### config.mk
export PLATFORM = sky130hd
export DESIGN_NAME = addsub_sched
export DESIGN_NICKNAME = d
export VERILOG_FILES = /design/src/rtl/addsub_pkg.sv /design/src/rtl/nibble_addsub.sv /design/src/rtl/addsub_sched.sv
export SDC_FILE = /design/constraint.sdc
export NUM_CORES = 1
export LEC_CHECK = 0
export BUFFER_PORTS_ARGS = -buffer_cell sky130_fd_sc_hd__buf_2
export CELL_PAD_IN_SITES_DETAIL_PLACEMENT = 2
export CELL_PAD_IN_SITES_GLOBAL_PLACEMENT = 2
export CORE_UTILIZATION = 29
export DETAILED_ROUTE_END_ITERATION = 16
export GPL_ROUTABILITY_DRIVEN = 0
export GPL_TIMING_DRIVEN = 0
export PLACE_DENSITY_LB_ADDON = 0.1
export SYNTH_ARGS = -nofsm -noshare
export SYNTH_HDL_FRONTEND = slang
export SYNTH_SLANG_ARGS = --single-unit
export TNS_END_PERCENT = 50
### constraint.sdc
create_clock -name clk_i -period 2.85 [get_ports clk_i]
set_input_delay 0.57 -clock clk_i [delete_from_list [all_inputs] [get_ports clk_i]]
set_output_delay 0.57 -clock clk_i [all_outputs]
set_load 0.02 [all_outputs]
### src/rtl/addsub_pkg.sv
// Shared constants and FSM state encoding for the nibble-serial add/sub scheduler.
package addsub_pkg;
    localparam int NIBBLE_W = 4;

    typedef enum logic [1:0] {
        S_IDLE = 2'd0,
        S_RUN  = 2'd1,
        S_DONE = 2'd2
    } state_t;
endpackage

### src/rtl/nibble_addsub.sv
// Combinational 4-bit ripple full-adder chain; the only adder in the scheduler.
module nibble_addsub
    import addsub_pkg::*;
(
    input  logic [NIBBLE_W-1:0] a_i,
    input  logic [NIBBLE_W-1:0] b_i,
    input  logic                cin_i,
    output logic [NIBBLE_W-1:0] s_o,
    output logic                cout_o
);
    logic [NIBBLE_W:0] c;

    always_comb begin
        c    = '0;
        s_o  = '0;
        c[0] = cin_i;
        for (int i = 0; i < NIBBLE_W; i++) begin
            s_o[i]   = a_i[i] ^ b_i[i] ^ c[i];
            c[i+1]   = (a_i[i] & b_i[i]) | (c[i] & (a_i[i] ^ b_i[i]));
        end
    end

    assign cout_o = c[NIBBLE_W];
endmodule

### src/rtl/addsub_sched.sv
// Round-robin arbiter and nibble-serial sequencer around one shared 4-bit adder.
//   state  | meaning
//   S_IDLE | grant a requester, latch operands on transfer
//   S_RUN  | one nibble per cycle through the shared adder, LSB first
//   S_DONE | hold response until consumer accepts
module addsub_sched
    import addsub_pkg::*;
#(
    parameter int NIBBLES    = 2,
    parameter int FIRST_PRIO = 0
) (
    input  logic                            clk_i,
    input  logic                            rst_i,
    input  logic [1:0]                      req_valid_i,
    output logic [1:0]                      req_ready_o,
    input  logic [1:0][NIBBLE_W*NIBBLES-1:0] req_a_i,
    input  logic [1:0][NIBBLE_W*NIBBLES-1:0] req_b_i,
    input  logic [1:0]                      req_sub_i,
    output logic                            rsp_valid_o,
    input  logic                            rsp_ready_i,
    output logic                            rsp_id_o,
    output logic [NIBBLE_W*NIBBLES-1:0]     rsp_sum_o,
    output logic                            rsp_cout_o,
    output logic                            rsp_ovf_o
);
    localparam int W = NIBBLE_W * NIBBLES;

    state_t        state_q, state_d;
    logic          rr_ptr_q, rr_ptr_d;
    logic [W-1:0]  a_q, a_d;
    logic [W-1:0]  b_q, b_d;
    logic [W-1:0]  sum_q, sum_d;
    logic          carry_q, carry_d;
    logic          id_q, id_d;
    logic          cout_q, cout_d;
    logic          ovf_q, ovf_d;
    logic [3:0]    nib_cnt_q, nib_cnt_d;

    logic                gnt;
    logic                xfer;
    logic [NIBBLE_W-1:0] nib_a, nib_b, nib_s;
    logic                nib_c;

    // Reset also masks the combinational ready so nothing is accepted while held.
    always_comb begin
        gnt         = req_valid_i[rr_ptr_q] ? rr_ptr_q : ~rr_ptr_q;
        req_ready_o = '0;
        if (state_q == S_IDLE && (|req_valid_i) && !rst_i) begin
            req_ready_o[gnt] = 1'b1;
        end
        xfer = |(req_valid_i & req_ready_o);
    end

    always_comb begin
        nib_a = '0;
        nib_b = '0;
        for (int n = 0; n < NIBBLES; n++) begin
            if (nib_cnt_q == 4'(n)) begin
                nib_a = a_q[n*NIBBLE_W +: NIBBLE_W];
                nib_b = b_q[n*NIBBLE_W +: NIBBLE_W];
            end
        end
    end

    nibble_addsub u_adder (
        .a_i    (nib_a),
        .b_i    (nib_b),
        .cin_i  (carry_q),
        .s_o    (nib_s),
        .cout_o (nib_c)
    );

    always_comb begin
        state_d   = state_q;
        rr_ptr_d  = rr_ptr_q;
        a_d       = a_q;
        b_d       = b_q;
        sum_d     = sum_q;
        carry_d   = carry_q;
        id_d      = id_q;
        cout_d    = cout_q;
        ovf_d     = ovf_q;
        nib_cnt_d = nib_cnt_q;
        case (state_q)
            S_IDLE: begin
                if (xfer) begin
                    a_d       = req_a_i[gnt];
                    b_d       = req_b_i[gnt] ^ {W{req_sub_i[gnt]}};
                    carry_d   = req_sub_i[gnt];
                    id_d      = gnt;
                    nib_cnt_d = '0;
                    rr_ptr_d  = ~gnt;
                    state_d   = S_RUN;
                end
            end
            S_RUN: begin
                for (int n = 0; n < NIBBLES; n++) begin
                    if (nib_cnt_q == 4'(n)) begin
                        sum_d[n*NIBBLE_W +: NIBBLE_W] = nib_s;
                    end
                end
                carry_d   = nib_c;
                nib_cnt_d = nib_cnt_q + 4'd1;
                if (nib_cnt_q == 4'(NIBBLES-1)) begin
                    cout_d  = nib_c;
                    ovf_d   = (a_q[W-1] == b_q[W-1]) && (nib_s[NIBBLE_W-1] != a_q[W-1]);
                    state_d = S_DONE;
                end
            end
            S_DONE: begin
                if (rsp_ready_i) begin
                    state_d = S_IDLE;
                end
            end
            default: state_d = S_IDLE;
        endcase
    end

    always_ff @(posedge clk_i or posedge rst_i) begin
        if (rst_i) begin
            state_q   <= S_IDLE;
            rr_ptr_q  <= 1'(FIRST_PRIO);
            a_q       <= '0;
            b_q       <= '0;
            sum_q     <= '0;
            carry_q   <= 1'b0;
            id_q      <= 1'b0;
            cout_q    <= 1'b0;
            ovf_q     <= 1'b0;
            nib_cnt_q <= '0;
        end else begin
            state_q   <= state_d;
            rr_ptr_q  <= rr_ptr_d;
            a_q       <= a_d;
            b_q       <= b_d;
            sum_q     <= sum_d;
            carry_q   <= carry_d;
            id_q      <= id_d;
            cout_q    <= cout_d;
            ovf_q     <= ovf_d;
            nib_cnt_q <= nib_cnt_d;
        end
    end

    assign rsp_valid_o = (state_q == S_DONE);
    assign rsp_id_o    = id_q;
    assign rsp_sum_o   = sum_q;
    assign rsp_cout_o  = cout_q;
    assign rsp_ovf_o   = ovf_q;
endmodule

# Word level (Yosys, flattened, before mapping)

Index checks and enable logic that the tools add are counted.

Flip-flop bits (word level): 35
Output and inout port bits: 14
Input port bits: 39

Reduce and logical (&&, ||, !) cells: 15
Add/sub/neg operators: 1
Equality and inequality tests: 8
Magnitude comparators: 3
Bitwise gates (word level): 24
Mux-type cells: 24

Operators with widths:

| kind                | count |
|---|---|
| $mux 8              | 4 |
| $mux 4              | 5 |
| $and 1x1->1         | 8 |
| $mux 2              | 4 |
| $pmux 4 s2          | 1 |
| $reduce_and 2->1    | 4 |
| $xor 1x1->1         | 8 |
| $xor 8x8->8         | 1 |
| $mux 1              | 7 |
| $pmux 2 s3          | 1 |
| $add 4x1->4 const B | 1 |
| $eq 4x1->1 const B  | 1 |
| $logic_and 1x1->1   | 4 |
| $logic_not 4->1     | 1 |
| $lt 1x2->1 const B  | 2 |
| $ne 2x2->1 const B  | 2 |
| $or 1x1->1          | 4 |
| $reduce_or 2->1     | 2 |
| $reduce_and 3->1    | 1 |
| $and 2x2->2         | 1 |
| $eq 2x1->1 const B  | 1 |
| $eq 2x2->1 const B  | 1 |
| $logic_not 2->1     | 1 |
| $ne 2x1->1 const B  | 1 |
| 8 further kinds     | 9 |

# Longest topological paths before layout

Gate-level depths: netlist (run 1).

Word-level depth: 13
Depth in mapped cells: 15
Mapped depth without buffers: 15

# Modules after synthesis

A second synthesis (run 1) with hierarchy kept.

Cells, all modules: 186
Area, all modules: 1960.6 µm²

By module, submodules not included:

| module        | sequential area each (µm²) | cells each | times used | area each (µm²) |
|---|---|---|---|---|
| addsub_sched  | 875.8                      | 172        | 1          | 1843.0 |
| nibble_addsub | 0.0                        | 14         | 1          | 117.6 |

# Worst setup path after synthesis (run 1)

OpenSTA, ideal clock, no wires.

Path type: register to register
Start: reg nib_cnt_q[1]
End: reg sum_q[7], in the netlist rsp_sum_o[7]
Stages on the path, launching flop included: 13
Clock period less this slack: 3.052 ns
Setup slack: -0.202 ns
Arrival: 2.927 ns
Cells stage by stage: dfrtp_1 -> inv_1 -> ha_1 -> nor3b_4 -> a22oi_1 -> fa_1 -> inv_1 -> fa_1 -> inv_1 -> fa_1 -> inv_1 -> fa_1 -> mux2_4

Word-level cells in the longest chain between the ends: 11
Elaborated cells between the ends (all ways): 21

RTL lines:

| item                   | line                | text |
|---|---|---|
| from (decl)            | addsub_sched.sv:37  | `logic [3:0] nib_cnt_q, nib_cnt_d;` |
| from (signal assigned) | addsub_sched.sv:141 | `nib_cnt_q <= nib_cnt_d;` |
| $logic_not 4->1        | addsub_sched.sv:58  | `if (nib_cnt_q == 4'(n)) begin` |
| $mux 4 (2 in series)   | addsub_sched.sv:58  |  |
| $xor 1x1->1            | nibble_addsub.sv:19 | `c[i+1] = (a_i[i] & b_i[i]) \| (c[i] & (a_i[i] ^ b_i[i]));` |
| $and 1x1->1            | nibble_addsub.sv:19 |  |
| $or 1x1->1             | nibble_addsub.sv:19 |  |
| $and 1x1->1            | nibble_addsub.sv:19 |  |
| $or 1x1->1             | nibble_addsub.sv:19 |  |
| $and 1x1->1            | nibble_addsub.sv:19 |  |
| $or 1x1->1             | nibble_addsub.sv:19 |  |
| $xor 1x1->1 *          | nibble_addsub.sv:18 | `s_o[i] = a_i[i] ^ b_i[i] ^ c[i];` |
| named net nib_s[3]     | addsub_sched.sv:41  | `logic [NIBBLE_W-1:0] nib_a, nib_b, nib_s;` |
| to (signal assigned)   | addsub_sched.sv:136 | `sum_q <= sum_d;` |
| to (decl)              | addsub_sched.sv:32  | `logic [W-1:0] sum_q, sum_d;` |

The timed path passes the listed nets; every way through them passes the cells marked *.
A chain may end at the register's enable or synchronous reset.

# Final worst setup path (run 1)

Ends and elaborated chain as after synthesis.

==> flow_summary.yaml, run 1 <==
floorplan:
  fp.coreArea_um2: 6350
  die_w_um: 83.2
  die_h_um: 83.2
  pin_count: 53
  std_cell_rows: 29
  die-area_um2: 6930
  initial_utilization: 0.301
sta:
  tightest_slew_ns: 0.743
  finalHoldViolCount: 0
  setup_ws_ns: -0.125
  fin_crit_ns: 2.98
  min_period_over_period: 1.04
  slew_violations: 0
  max_freq_mhz: 336
  setup_violations: 3
  rsz0062_at_grt: "yes"
  maxSlewHeadroom: 0.504
  fin_skew_ns: 0.00309
final_layout:
  final_core_util: 0.383
  n_antenna_cell: 0
  syn2layout_area_growth_pct: 27.3
  drive_above_1_share: 0.371
  fin_nets: 295
critical_path:
  cp-end-kind: "flip-flop"
  path_class: "flip-flop to flip-flop"
  cp_slowest_cell: "fa_2"
  cp.arrival_ns: 3.15
  path_max_fanout: 4
  cp_data_required_time_ns: 3.02
  crit_path_max_incr_delay_ns: 0.47
  crit_chain: "inv_2 > ha_4 > nor3b_4 > a22oi_2 > fa_2 > inv_2 > fa_1 > inv_1 > fa_2 > inv_2 > fa_2 > mux2_4"
  critPathTopFamily: "adder cells"
  critPathLaunchType: "flip-flop"
  cp_num_buf_inv: 4
synthesis:
  synth.distinct_cells: 29
  synth_edf_count: 0
  synth.area.top_cells: "dfrtp_1 46%, mux2i_1 8.9%, xor2_1 7.3%"
  syn_avg_cell_area_um2: 10.4
  synth_nets: 230
  yosysWarnings: 0
  yosysSeqAreaShare: 0.458
  synth_cells: 184
  synth.most_common_cell: "dfrtp_1"
  ys.flop_type: "dfrtp_1"
  yosysTopAreaCell: "dfrtp_1"
  ys_async_sr_fraction: 1.00
  ys_ff_latch: 35
  synthTopCellsByCount: "35 x dfrtp_1, 27 x nand2_1, 27 x o21ai_0"
  netlist.area_leader.share: 0.458
  syn_area_um2: 1910
pwr:
  intPower_uw: 1500
  pwr-share-clk: 0.127
  p_per_area_nw_per_um2: 1060
  power_switching_uw: 1090
  p_seq_frac: 0.340
  swShare: 0.421
  peakVddDrop_v: 0.000339
  comb_power_share: 0.533
  p_total_uw: 2580
  leakage_uw: 0.00123
routing:
  drt_wl_total_um: 4830
  vias_per_cell: 4.71
  via_count: 1530
  wire_per_inst_um: 14.9
  drt_pass1_iterations: 4
  drtIter0Drc: 22
  drcViolationCount: 0
  ant_nets: 0
clock_tree:
  path_clk_slew_ns: 0.07
  cts_tree: "done"
  cts-htree-levels: 2
  insertion_delay_ns: 0.28
  numCtsBuffers: 5
  cts.sinks: 35
  clock-root-buffer: "clkbuf_8"
  clock_path_buffers: 2
outcome:
  violations: "setup timing"
  run_status: "finished with violations"
global_routing:
  antenna_found_initial: 0
  grtUsageTotal: 0.153
  grt_pass1_vias: 1646
  grt_start_max_net_pins: 36
  overflow: 0
  grt_pass1_wl_um: 8220
placement:
  port_buffers: 50
  dpl.hpwl_um: 3540
hold_path:
  hold_path.class: "input pin to asynchronous set/reset pin"
job:
  drv_cap: 0
[sequential cells by signal, indices dropped and copies added (netlist names)]
| signal | flops |
|---|---|
| rsp_ovf_o | 1 |
| carry_q | 1 |
| rsp_sum_o | 8 |
| state_q | 2 |
| b_q | 8 |
| rsp_id_o | 1 |
| rsp_cout_o | 1 |
| rr_ptr_q | 1 |
| nib_cnt_q | 4 |
| a_q | 8 |
[path summary, 6_finish.rpt]
path | start | to | slack [ns] | cells after the start
worst max-delay path | nib_cnt_q[1] | rsp_sum_o[7] | -0.13 | 12
worst min-delay path | rst_i | nib_cnt_q[0] | 0.42 | 2
worst max register to register | nib_cnt_q[1] | rsp_sum_o[7] | -0.13 | 12
worst min register to register | rsp_sum_o[4] | rsp_sum_o[4] | 0.48 | 2
max in group asynchronous | rst_i | a_q[5] | 1.95 | 2
min in group clk_i | rsp_sum_o[4] | rsp_sum_o[4] | 0.48 | 2
[what timing repair did]
| action | 4_1_cts | 5_1_grt |
|---|---|---|
| hold buffers | 0 | 0 |
| pin swaps | 4 | 4 |
| hold endpoints to repair | 0 | 0 |
| endpoints found under the setup margin | 7 | 3 |
| resized for setup | 11 | 2 |
| buffers inserted | 7 | 1 |
[cells in the final DEF, fill, tap and decap left out, types with 2 or more instances in the layout]
cell	instances
buf_2	52
dfrtp_1	35
nand2_1	27
o21ai_0	26
mux2i_1	17
xor2_1	16
buf_4	9
nand3_1	6
inv_1	5
clkbuf_1	5
clkbuf_8	5
a22o_2	4
inv_2	4
nand2b_1	3
mux2_4	3
fa_2	3
o21ai_1	2
nor2_1	2
a21oi_1	2
nor2_2	2
mux2_2	2
a22oi_1	2
a22oi_2	2
ha_1	2
[worst register-to-register path: cells and delay by family, from the launching register on]
family                     cells  cell delay (ns)
AOI/OAI and AO/OA              1             0.15
adders and majority gates      5             1.45
buffers and inverters          4             0.27
DFF                            1             0.40
muxes                          1             0.29
and+or+nand+nor                1             0.30
[layout make-up]
type	count	area (um2)
fillers	745	3920
flip-flops and latches	35	876
repair buffers	58	310
clock buffers	6	72.6
multi-input cells	132	998
inverters	9	33.8
well taps	77	96.3
plain buffers	8	47.5
[stage by stage]
step | instance area [um2] | instances | setup TNS, ns | hold WS (ns) | worst slack (ns)
2_1_floorplan | 1920 | 184 | -0.462 | 0.450 | -0.172
3_3_place_gp | 2270 | 311 | -2.07 | 0.455 | -0.601
3_5_place_dp | 2270 | 311 | -2.50 | 0.469 | -0.678
4_1_cts | 2420 | 324 | -0.275 | 0.456 | -0.112
5_1_grt | 2430 | 325 | -0.725 | 0.470 | -0.247
6_report | 2430 | 325 | -0.295 | 0.422 | -0.125
[power groups by stage]
stage | clock [uW] | sequential, uW | combinational, uW
CTS | 347 | 881 | 1390
global route | 367 | 914 | 1550
finish | 329 | 878 | 1380
global placement | 0 | 883 | 1200
floorplan | 0 | 930 | 810
detailed placement | 0 | 893 | 1250
[cell families after synthesis]
kind of cell	count (synthesis)	share of synthesized area
AND/OR/NAND/NOR	47	0.118
buffers and inverters	17	0.0425
flip-flops	35	0.458
multiplexers	22	0.124
XOR/XNOR	16	0.0732
adder cells (fa/ha/maj)	7	0.0615
AO/OA/AOI/OAI	40	0.123
[routing by layer]
metal,GRT usage,part of all wire,vias up
li1,-,-,747
met1,0.195,0.45,738
met2,0.250,0.50,40
met3,0.0338,0.037,5
met4,0.0658,0.013,0
met5,0,0,-
(Power assumes the default switching activity.)
==> inputs of run 2 (changes only) <==
--- a/config.mk
+++ b/config.mk
@@ -12,7 +12,9 @@
 export DETAILED_ROUTE_END_ITERATION = 16
 export GPL_ROUTABILITY_DRIVEN = 0
 export GPL_TIMING_DRIVEN = 0
+export MAX_ROUTING_LAYER = met4
 export PLACE_DENSITY_LB_ADDON = 0.1
+export SLEW_MARGIN = 10
 export SYNTH_ARGS = -nofsm -noshare
 export SYNTH_HDL_FRONTEND = slang
 export SYNTH_SLANG_ARGS = --single-unit
==> run 2 against run 1 <==
Against the previous run:
- the run still ends with setup timing left
- clock power is essentially flat
- power is essentially flat
- fmax hardly changed
- utilization unchanged
- worst setup slack worse by 0.0015 ns
- register-to-register slack is essentially flat
- largest power group unchanged
- critical path depth is the same
- via count unchanged
- die area is the same
- non-clock buffer count unchanged
- global-route usage increased by 0.44 points
- hold slack about the same
==> flow_summary.yaml, run 2 (same netlist as run 1, synthesis figures left out) <==
outcome:
  run_status: "finished with violations"
  violations: "setup timing"
critical_path:
  cp-end-kind: "flip-flop"
  path_class: "flip-flop to flip-flop"
  critPathLaunchType: "flip-flop"
  cp_data_required_time_ns: 3.02
  cp.arrival_ns: 3.15
  path_max_fanout: 4
routing:
  vias_per_cell: 4.71
  wire_per_inst_um: 14.9
  m1WireLength_um: 2160
  drtIter0Drc: 30
  drt_pass1_iterations: 4
  via_count: 1530
  ant_nets: 0
  drcViolationCount: 0
  drt_wl_total_um: 4830
  wl_met2_um: 2430
  highest_layer: "met4"
  met3_length_um: 176
pwr:
  power_switching_uw: 1090
  swShare: 0.421
  comb_power_share: 0.533
  peakVddDrop_v: 0.000339
  pwr-share-clk: 0.127
  p_per_area_nw_per_um2: 1060
  intPower_uw: 1500
  leakage_uw: 0.00123
  p_seq_frac: 0.340
sta:
  maxSlewHeadroom: 0.504
  fin_skew_ns: 0.00303
  tightest_slew_ns: 0.744
  min_period_over_period: 1.04
  max_freq_mhz: 336
  setup_violations: 3
  fin_crit_ns: 2.98
  holdWs_ns: 0.422
  finalHoldViolCount: 0
  slew_violations: 0
  setup_ws_ns: -0.127
  rsz0062_at_grt: "yes"
floorplan:
  die-area_um2: 6930
  pin_count: 53
  die_h_um: 83.2
  initial_utilization: 0.301
  fp.coreArea_um2: 6350
  std_cell_rows: 29
  die_w_um: 83.2
clock_tree:
  cts.sinks: 35
  numCtsBuffers: 5
  cts-htree-levels: 2
  clock_path_buffers: 2
  insertion_delay_ns: 0.28
  path_clk_slew_ns: 0.07
  hold_buffers: 0
  cts_tree: "done"
  clock-root-buffer: "clkbuf_8"
global_routing:
  grt_start_max_net_pins: 36
  grt_pass1_vias: 1640
  grtUsageTotal: 0.158
  antenna_found_initial: 0
  overflow: 0
  grt_pass1_wl_um: 8220
final_layout:
  fin_area_um2: 2430
  fillers: 745
  syn2layout_area_growth_pct: 27.3
  layout_common_cells: "52 x buf_2, 35 x dfrtp_1, 27 x nand2_1"
  fin_nets: 295
  final_common_cell: "buf_2"
  n_antenna_cell: 0
  drive_above_1_share: 0.371
placement:
  dpl.hpwl_um: 3540
  port_buffers: 50
  placed_cell_area_um2: 2270
hold_path:
  hold_path.class: "input pin to asynchronous set/reset pin"
job:
  drv_cap: 0
## run 2: repair_timing
action                     4_1_cts  5_1_grt
setup buffers                    7        1
gates resized for setup         11        2
pin swaps                        4        4
setup endpoints to repair        7        3
## run 2: worst max-delay path, cell delays in order, from the launching register on
cell and delay [ns]:
dfrtp_1 0.40, inv_2 0.09, ha_4 0.13, nor3b_4 0.30, a22oi_2 0.15, fa_2 0.37
inv_2 0.06, fa_1 0.15, inv_1 0.05, fa_2 0.33, inv_2 0.07, fa_2 0.47
mux2_4 0.29
## run 2: layout make-up
cell class	count	area (um2)	share of cell area
Inverter	9	33.8	0.0139
Tap cell	77	96.3	0.0396
Multi-Input combinational cell	132	998	0.410
Timing Repair Buffer	58	310	0.127
Clock buffer	6	72.6	0.0298
Sequential cell	35	876	0.360
Buffer	8	47.5	0.0195
## run 2: per-layer routing
layer  vias to the layer above  GRT usage
met5                         -          -
met4                         0     0.0658
met3                         5     0.0338
met2                        39      0.252
met1                       739      0.193
li1                        747          -
## run 2: power by group through the flow
stage | clock [uW] | sequential (uW) | combinational, uW
after CTS | 347 | 881 | 1390
after detailed placement | 0 | 893 | 1250
after floorplan | 0 | 930 | 810
after global routing | 367 | 914 | 1550
final | 328 | 878 | 1380
after global placement | 0 | 883 | 1200
## run 2: path summary, 6_finish.rpt
kind,startpoint,end,slack [ns],cells after the start
max in group asynchronous,rst_i,a_q[7],1.96,2
max reg2reg,nib_cnt_q[1],rsp_sum_o[7],-0.13,12
min in group clk_i,rsp_sum_o[4],rsp_sum_o[4],0.48,2
min reg2reg,rsp_sum_o[4],rsp_sum_o[4],0.48,2
min,rst_i,nib_cnt_q[0],0.42,2
max,nib_cnt_q[1],rsp_sum_o[7],-0.13,12
## run 2: metrics by stage
stage	util	cells	total power [uW]	setup WS, ns	TNS [ns]
after global routing	0.383	325	2830	-0.247	-0.725
after CTS	0.381	324	2620	-0.112	-0.275
after detailed placement	0.357	311	2140	-0.678	-2.50
after global placement	0.357	311	2090	-0.601	-2.07
after floorplan	-	184	1740	-0.172	-0.462
final	0.383	325	2580	-0.127	-0.300
==> inputs of run 3 (changes only) <==
--- a/config.mk
+++ b/config.mk
@@ -13,7 +13,7 @@
 export GPL_ROUTABILITY_DRIVEN = 0
 export GPL_TIMING_DRIVEN = 0
 export MAX_ROUTING_LAYER = met4
-export PLACE_DENSITY_LB_ADDON = 0.1
+export PLACE_DENSITY = 0.76
 export SLEW_MARGIN = 10
 export SYNTH_ARGS = -nofsm -noshare
 export SYNTH_HDL_FRONTEND = slang
==> run 3 against run 2 <==
Against the previous run:
- the flow still finishes with violations (setup timing)
- cell area rose by 0.26%
- die area unchanged
- fmax rose by 1.3%
- non-clock buffer count decreased by 1
- combinational power is essentially flat
- final cell count up 0.31%
- critical endpoint unchanged
==> flow_summary.yaml, run 3 (same netlist as run 1, synthesis figures left out) <==
floorplan:
  fp.coreArea_um2: 6350
  die_h_um: 83.2
  initial_utilization: 0.301
  std_cell_rows: 29
  die-area_um2: 6930
  die_w_um: 83.2
  pin_count: 53
critical_path:
  cp_slowest_cell: "fa_2"
  cp-end-kind: "flip-flop"
  cp_data_required_time_ns: 3.03
  path_max_fanout: 4
  critPathLaunchType: "flip-flop"
  cp.arrival_ns: 3.12
  crit_path_max_incr_delay_ns: 0.47
  crit_chain: "inv_2 > ha_4 > nor3b_4 > a22oi_2 > fa_2 > inv_2 > fa_1 > inv_1 > fa_2 > inv_2 > fa_2 > mux2_4"
  regToRegSetupSlack_ns: -0.09
  path_class: "flip-flop to flip-flop"
pwr:
  p_per_area_nw_per_um2: 1070
  peakVddDrop_v: 0.000323
  leakage_uw: 0.00124
  p_total_uw: 2610
routing:
  vias_per_cell: 4.79
  drtIter0Drc: 38
  met3_length_um: 171
  drt_pass1_iterations: 4
  ant_nets: 0
  via_count: 1562
  wl_met2_um: 2670
  drcViolationCount: 0
  drt_wl_total_um: 4970
  m1WireLength_um: 2040
  wire_per_inst_um: 15.3
  highest_layer: "met4"
sta:
  finalSetupTns_ns: -0.211
  tightest_slew_ns: 0.754
  setup_violations: 3
  fin_skew_ns: 0.00730
  rsz0062_at_grt: "yes"
  max_freq_mhz: 340
  fin_crit_ns: 2.94
  setup_ws_ns: -0.0894
  maxSlewHeadroom: 0.497
  finalHoldViolCount: 0
  min_period_over_period: 1.03
  slew_violations: 0
  holdWs_ns: 0.420
final_layout:
  syn2layout_area_growth_pct: 27.6
  ff_latch_area_um2: 877
  layout_common_cells: "52 x buf_2, 34 x dfrtp_1, 26 x o21ai_0, 26 x nand2_1, 17 x mux2i_1"
  fin_nets: 294
  multiInputGateArea_um2: 1000
  final_common_cell: "buf_2"
  n_antenna_cell: 0
  fillers: 707
  fin_area_um2: 2440
  instances_no_fill: 326
  drive_above_1_share: 0.373
global_routing:
  grt_start_max_net_pins: 36
  grt_pass1_vias: 1827
  antenna_found_initial: 0
  grt_pass1_wl_um: 8740
  grtUsageTotal: 0.166
  overflow: 0
clock_tree:
  clock_path_buffers: 2
  cts_tree: "done"
  cts.sinks: 35
  numCtsBuffers: 5
  cts-htree-levels: 2
  path_clk_slew_ns: 0.07
  insertion_delay_ns: 0.29
  clock-root-buffer: "clkbuf_8"
outcome:
  run_status: "finished with violations"
  violations: "setup timing"
hold_path:
  hold_path.class: "input pin to asynchronous set/reset pin"
placement:
  port_buffers: 50
  placed_cell_area_um2: 2270
  dp_cells: 311
  dpl.hpwl_um: 3700
job:
  drv_cap: 0
## run 3: changes by cell type in the layout (fill, tap and decap cells not counted), sizes merged
cell	before	now
buf	62	61
clkinv	0	1
clkbuf	10	11
## run 3: metal layers
layer	vias to the layer above	GRT usage
li1	750	-
met5	-	-
met1	767	0.179
met4	0	0.0658
met3	6	0.0308
met2	39	0.300
## run 3: metrics by stage
stage | setup slack, ns | util
after floorplan | -0.172 | -
after global placement | -0.541 | 0.357
after detailed placement | -0.567 | 0.357
after CTS | -0.0779 | 0.384
after global routing | -0.211 | 0.384
final | -0.0894 | 0.384
## run 3: worst paths after layout
path,start,to,cells after the start
max reg2reg,nib_cnt_q[1],rsp_sum_o[7],12
max,nib_cnt_q[1],rsp_sum_o[7],12
min reg2reg,rsp_id_o,rsp_id_o,1
min,rst_i,rsp_cout_o,2
min in group clk_i,rsp_ready_i,state_q[1],2
max in group asynchronous,rst_i,nib_cnt_q[0],2
## run 3: worst max-delay path, delay by kind of cell, from the launching register on
kind / cells / cell delay [ns]
buffers and inverters: 4 / 0.27
muxes: 1 / 0.28
DFF: 1 / 0.40
adders and majority gates: 5 / 1.46
AOI/OAI and AO/OA: 1 / 0.14
and+or+nand+nor: 1 / 0.28
## run 3: cell type report
cell class / count / share of cell area
Tap cell: 77 / 0.0395
Buffer: 8 / 0.0195
Clock inverter: 1 / 0.00205
Sequential cell: 35 / 0.359
Timing Repair Buffer: 57 / 0.124
Multi-Input combinational cell: 132 / 0.411
Clock buffer: 7 / 0.0313
Inverter: 9 / 0.0138
## run 3: timing repair
action | CTS | global route
setup buffers | 7 | 0
setup endpoints to repair | 5 | 3
hold buffers | 0 | 0
pin swaps | 4 | 4
gates resized for setup | 13 | 2
## run 3: report_power, final
group          switching [uW]  internal [uW]
sequential                162            726
clock                     181            172
combinational             761            605
total                    1100           1500
